$ cat src/rtl/block_pkg.sv
// Shared constants for the merged front-end block stream: word fields, source codes, channel count.
package block_pkg;

  localparam int unsigned DATA_W   = 128;
  localparam int unsigned PERIOD_W = 48;
  localparam int unsigned SRC_HI   = 127;
  localparam int unsigned SRC_LO   = 125;
  localparam int unsigned NCH      = 5;

  typedef enum logic [2:0] {
    SRC_B1 = 3'd0,
    SRC_B2 = 3'd1,
    SRC_B3 = 3'd2,
    SRC_B4 = 3'd3,
    SRC_TT = 3'd4
  } src_t;

  function automatic logic src_valid(input logic [2:0] s);
    return s <= SRC_TT;
  endfunction

endpackage

$ cat src/rtl/block_chan_fifo.sv
// Per-channel synchronous FIFO with registered pointers; output is read from storage (no fall-through).
module block_chan_fifo #(
  parameter int unsigned W     = 176,
  parameter int unsigned DEPTH = 2
) (
  input  logic         clk,
  input  logic         rst,
  input  logic         i_valid,
  input  logic [W-1:0] i_data,
  output logic         o_full,
  output logic         o_valid,
  input  logic         i_ready,
  output logic [W-1:0] o_data
);

  localparam int unsigned AW = $clog2(DEPTH);

  logic [W-1:0] r_mem [DEPTH];
  logic [AW:0]  r_wr;
  logic [AW:0]  r_rd;
  logic         w_empty;
  logic         w_push;
  logic         w_pop;

  always_comb begin
    o_full  = (r_wr ^ r_rd) == {1'b1, {AW{1'b0}}};
    w_empty = (r_wr == r_rd);
    o_valid = ~w_empty;
    o_data  = r_mem[r_rd[AW-1:0]];
    w_push  = i_valid & ~o_full;
    w_pop   = i_ready & ~w_empty;
  end

  always_ff @(posedge clk or posedge rst) begin
    if (rst) begin
      r_wr <= '0;
      r_rd <= '0;
      for (int unsigned i = 0; i < DEPTH; i++) r_mem[i] <= '0;
    end else begin
      if (w_push) begin
        r_mem[r_wr[AW-1:0]] <= i_data;
        r_wr                <= r_wr + 1'b1;
      end
      if (w_pop) r_rd <= r_rd + 1'b1;
    end
  end

endmodule

$ cat src/rtl/block_demultiplexer.sv
// Splits the merged 128-bit stream into four block channels plus a time-tag channel,
// tagging each block word with the period of the most recent time tag.
module block_demultiplexer
  import block_pkg::*;
#(
  parameter int unsigned DEPTH = 2,
  parameter int unsigned ERR_W = 16
) (
  input  logic                    clk,
  input  logic                    rst,
  input  logic                    in_valid,
  input  logic [DATA_W-1:0]       in_data,
  output logic                    in_ready,
  output logic [NCH-1:0]          out_valid,
  input  logic [NCH-1:0]          out_ready,
  output logic [NCH*DATA_W-1:0]   out_data,
  output logic [NCH*PERIOD_W-1:0] out_period,
  output logic                    period_known,
  output logic [ERR_W-1:0]        tt_order_err,
  output logic [ERR_W-1:0]        src_err
);

  logic [2:0]          w_src;
  logic                w_src_ok;
  logic                w_is_tt;
  logic                w_accept;
  logic [NCH-1:0]      w_full;
  logic [NCH-1:0]      w_push;
  logic [PERIOD_W-1:0] w_push_period;
  logic [PERIOD_W-1:0] r_cur_period;
  logic                r_period_known;
  logic [ERR_W-1:0]    r_tt_order_err;
  logic [ERR_W-1:0]    r_src_err;

  // Invalid sources are always consumed so they can never wedge the stream.
  always_comb begin
    w_src    = in_data[SRC_HI:SRC_LO];
    w_src_ok = src_valid(w_src);
    w_is_tt  = (w_src == SRC_TT);
    in_ready = 1'b0;
    if (!rst) in_ready = w_src_ok ? ~w_full[w_src] : 1'b1;
    w_accept = in_valid & in_ready;
    w_push   = '0;
    if (w_accept && w_src_ok) w_push[w_src] = 1'b1;
    w_push_period = w_is_tt ? in_data[PERIOD_W-1:0] : r_cur_period;
  end

  always_ff @(posedge clk or posedge rst) begin
    if (rst) begin
      r_cur_period   <= '0;
      r_period_known <= 1'b0;
      r_tt_order_err <= '0;
      r_src_err      <= '0;
    end else if (w_accept) begin
      if (!w_src_ok) begin
        if (r_src_err != '1) r_src_err <= r_src_err + 1'b1;
      end else if (w_is_tt) begin
        r_cur_period   <= in_data[PERIOD_W-1:0];
        r_period_known <= 1'b1;
        if (r_period_known && (in_data[PERIOD_W-1:0] <= r_cur_period) && (r_tt_order_err != '1))
          r_tt_order_err <= r_tt_order_err + 1'b1;
      end
    end
  end

  for (genvar k = 0; k < NCH; k++) begin : g_chan
    block_chan_fifo #(
      .W     (DATA_W + PERIOD_W),
      .DEPTH (DEPTH)
    ) u_fifo (
      .clk     (clk),
      .rst     (rst),
      .i_valid (w_push[k]),
      .i_data  ({in_data, w_push_period}),
      .o_full  (w_full[k]),
      .o_valid (out_valid[k]),
      .i_ready (out_ready[k]),
      .o_data  ({out_data[k*DATA_W +: DATA_W], out_period[k*PERIOD_W +: PERIOD_W]})
    );
  end

  assign period_known = r_period_known;
  assign tt_order_err = r_tt_order_err;
  assign src_err      = r_src_err;

endmodule

$ cat config.mk
export PLATFORM = sky130hd
export DESIGN_NAME = block_demultiplexer
export DESIGN_NICKNAME = d
export VERILOG_FILES = /design/src/rtl/block_pkg.sv /design/src/rtl/block_chan_fifo.sv /design/src/rtl/block_demultiplexer.sv
export SDC_FILE = /design/constraint.sdc
export NUM_CORES = 2
export LEC_CHECK = 0
export BUFFER_PORTS_ARGS = -buffer_cell sky130_fd_sc_hd__buf_4
export CAP_MARGIN = 5
export CORE_MARGIN = 4
export CORE_UTILIZATION = 34
export CTS_BUF_LIST = sky130_fd_sc_hd__clkbuf_2
export DETAILED_ROUTE_END_ITERATION = 10
export GPL_ROUTABILITY_DRIVEN = 0
export HOLD_SLACK_MARGIN = 0.03
export PLACE_DENSITY_LB_ADDON = 0.15
export SETUP_SLACK_MARGIN = 0.4
export SLEW_MARGIN = 30
export SYNTH_ARGS = -nofsm -noshare
export SYNTH_HDL_FRONTEND = slang
export SYNTH_SLANG_ARGS = --single-unit
$ cat constraint.sdc
create_clock -name clk -period 168.6 [get_ports clk]
set_input_delay 8.43 -clock clk [delete_from_list [all_inputs] [get_ports clk]]
set_output_delay 8.43 -clock clk [all_outputs]
set_load 0.05 [all_outputs]
==> results.yml <==
status:
  status: "finished clean"
critical_path:
  crit_type: "primary input to primary output"
  timing.critical_path.required_ns: 160.17
  r2r_slack_ns: 163.03
  critical_path.max_fanout: 10
  worst_path_largest_cell_delay_ns: 0.38
  crit_chain: "buf_4 > o21ai_0 > o21ai_0 > a211o_1 > o211a_1 > buf_4"
  cp_slowest_cell: "a211o_1"
  end_kind: "primary output"
  critPathArrivalTime_ns: 9.78
  r2r.worst_path.cells: 10
  start_kind: "primary input"
cts:
  clk_latency_ns: 1.76
  h-tree-depth: 6
  cts_tree: "done"
  clkSinkCount: 1861
  post_cts_buffers: 0
  cts_max_path_buffers: 4
  numCtsBuffers: 544
  post_cts_resized: 0
  cts.clk_slew.worst_paths_ns: 0.09
  clock-root-buffer: "clkbuf_2"
  hold_buffers: 0
sta:
  worst_pin_slew_ns: 1.237
  max_freq_ghz: 0.05492
  relSlewSlack_pct: 17.53
  clock_skew_ns: 0.1722
  whs_ns: 0.4710
  hold_violations: 0
  min_period_over_period_pct: 10.80
  rsz0062_at_grt: "false"
  fin_crit_ns: 18.21
  setup_viol: 0
  finalSetupTns_ns: 0
  drv_slew: 0
synthesis:
  synthMuxAreaShare_pct: 28.67
  syn_inst: 6131
  synth_area_sq_mm: 0.07990
  synth-seq-cells: 1861
  synth.yosys.seq_area_share_pct: 58.29
  synth_compound_area_share_pct: 4.604
  post_synth_num_cell_types: 47
  synth_edf_count: 0
  syn_nets: 6317
  synth-simple-area-share_pct: 4.277
  synthFlopType: "dfrtp_1"
  synthXorXnorAreaFrac_pct: 0.6577
  synth_top_family_by_area: "multiplexers"
  synth_fa_ha_area_share_pct: 0.7830
  async_reset_ff_share_pct: 100.0
  ys.warnings.count: 0
  avgSynthCellArea_sq_um: 13.03
worst_hold_path:
  hold_path.class: "flop to flop"
  worst_hold_path.num_cells: 1
floorplan:
  die_w_um: 492.8
  pin_count: 1055
  fp-row-count: 177
  fp.coreArea_sq_mm: 0.2332
  dieArea_sq_mm: 0.2428
  initial_utilization_pct: 34.26
  die_y_um: 492.8
global_route:
  grtUsageTotal_pct: 21.38
  antenna_found_initial: 15
  grt_max_degree: 162
  grt_pass1_wl_um: 385900
  gr-total-overflow: 0
  grt_pass1_vias: 55750
finish:
  layout-area-overhead-vs-synth_pct: 20.06
  layout.nets: 7517
  final_layout_size_suffix_gt1_share_pct: 53.06
  post-route-cell-area_sq_mm: 0.09592
  n_fill_cell: 22370
drt:
  antenna_left: 0
  wl_per_cell_um: 24.46
  drt-initial-drc-count: 2257
  routed_wl_um: 264500
  drc: 0
  firstDrtPassIters: 5
  via_per_inst: 4.902
  vias: 53000
placement:
  hpwl_um: 175200
  placed_cell_area_sq_mm: 0.09098
  port_buffers: 1054
job:
  cap_violations: 0
layer usage:
| layer | vias to the layer above | routed length (um) | GRT usage (%) |
|---|---|---|---|
| met5 | - | 146 | 0 |
| met4 | 18 | 8222 | 7.233 |
| met3 | 436 | 20500 | 7.664 |
| met2 | 1416 | 128900 | 35.61 |
| met1 | 27140 | 106700 | 25.63 |
| li1 | 24000 | - | - |
synthesized netlist by cell type (3+ instances only):
cell type	number	area, sq um
buf_1	121	454.2
nand2b_1	9	56.30
nor2_1	394	1479
a21o_1	3	22.52
inv_1	60	225.2
nor3_1	5	25.02
nor4_1	3	18.77
dfrtp_1	1861	46570
nand2_1	324	1216
buf_2	14	70.07
or2_2	5	31.28
and3_1	8	50.05
buf_4	6	45.04
and4_1	5	43.79
nand4_1	20	125.1
clkbuf_1	366	1374
xor2_1	6	52.55
o21ai_0	302	1511
and2_1	14	87.58
a21oi_1	399	1997
xnor2_1	54	473.0
nor2b_1	17	106.4
ha_1	50	625.6
mux2_2	2033	22890
nand3_1	27	135.1
cell type report:
type	instances	area, sq um	area share (%)
Sequential cell	1861	46590	48.57
Tap cell	3132	3919	4.085
Timing Repair Buffer	1163	9001	9.384
Antenna cell	14	35.03	0.03652
Clock buffer	790	3954	4.122
Multi-Input combinational cell	3701	31440	32.77
Inverter	60	232.7	0.2426
Clock inverter	92	758.2	0.7905
cell usage in the layout (no fill, tap or decap), drive strengths merged, types with 5 or more instances in the layout:
cell and instances:
a21oi 399, and2 14, and3 8, and4 5, buf 1163, bufinv 15
clkbuf 790, clkinv 63, dfrtp 1861, diode 14, ha 50, inv 72
mux2 2033, nand2 324, nand2b 9, nand3 27, nand4 20, nor2 394
nor2b 17, nor3 5, o21ai 302, or2 5, xnor2 54, xor2 6
per-stage QoR:
stage / cells / utilization (%) / worst slack, ns
floorplan: 6131 / - / 107.60
global placement: 9911 / 38.97 / 150.38
detailed placement: 9912 / 39.01 / 150.44
CTS: 10790 / 41.03 / 150.43
global route: 10810 / 41.13 / 150.36
finish: 10810 / 41.13 / 150.39
logic make-up after synthesis:
group | Yosys count
muxes | 2034
DFF | 1861
and+or+nand+nor | 836
AOI/OAI and AO/OA | 721
buffers and inverters | 569
xor gates and xnor gates | 60
adders and majority gates | 50
critical path, delay by kind of cell:
family	cells	cell delay, ns
AO/OA/AOI/OAI	4	0.99
buffers and inverters	2	0.36
final timing paths:
kind	from	endpoint
worst min register to register	g_chan[3].u_fifo.r_mem[349]	g_chan[3].u_fifo.r_mem[349]
max in group asynchronous	rst	g_chan[0].u_fifo.r_mem[237]
min in group asynchronous	rst	g_chan[3].u_fifo.r_mem[219]
worst max-delay path	in_data[126]	in_ready
worst min-delay path	g_chan[3].u_fifo.r_mem[349]	g_chan[3].u_fifo.r_mem[349]
worst max register to register	g_chan[2].u_fifo.r_rd[0]	g_chan[2].u_fifo.r_mem[88]
sequential cells by signal (all words and copies together) (netlist names):
register	cells
g_chan.u_fifo.r_mem	1760
g_chan.u_fifo.r_rd	10
g_chan.u_fifo.r_wr	10
period_known	1
r_cur_period	48
src_err	16
tt_order_err	16
Power is not shown: default switching activity piles up to over one toggle a cycle in this logic, so the estimate is an artifact.
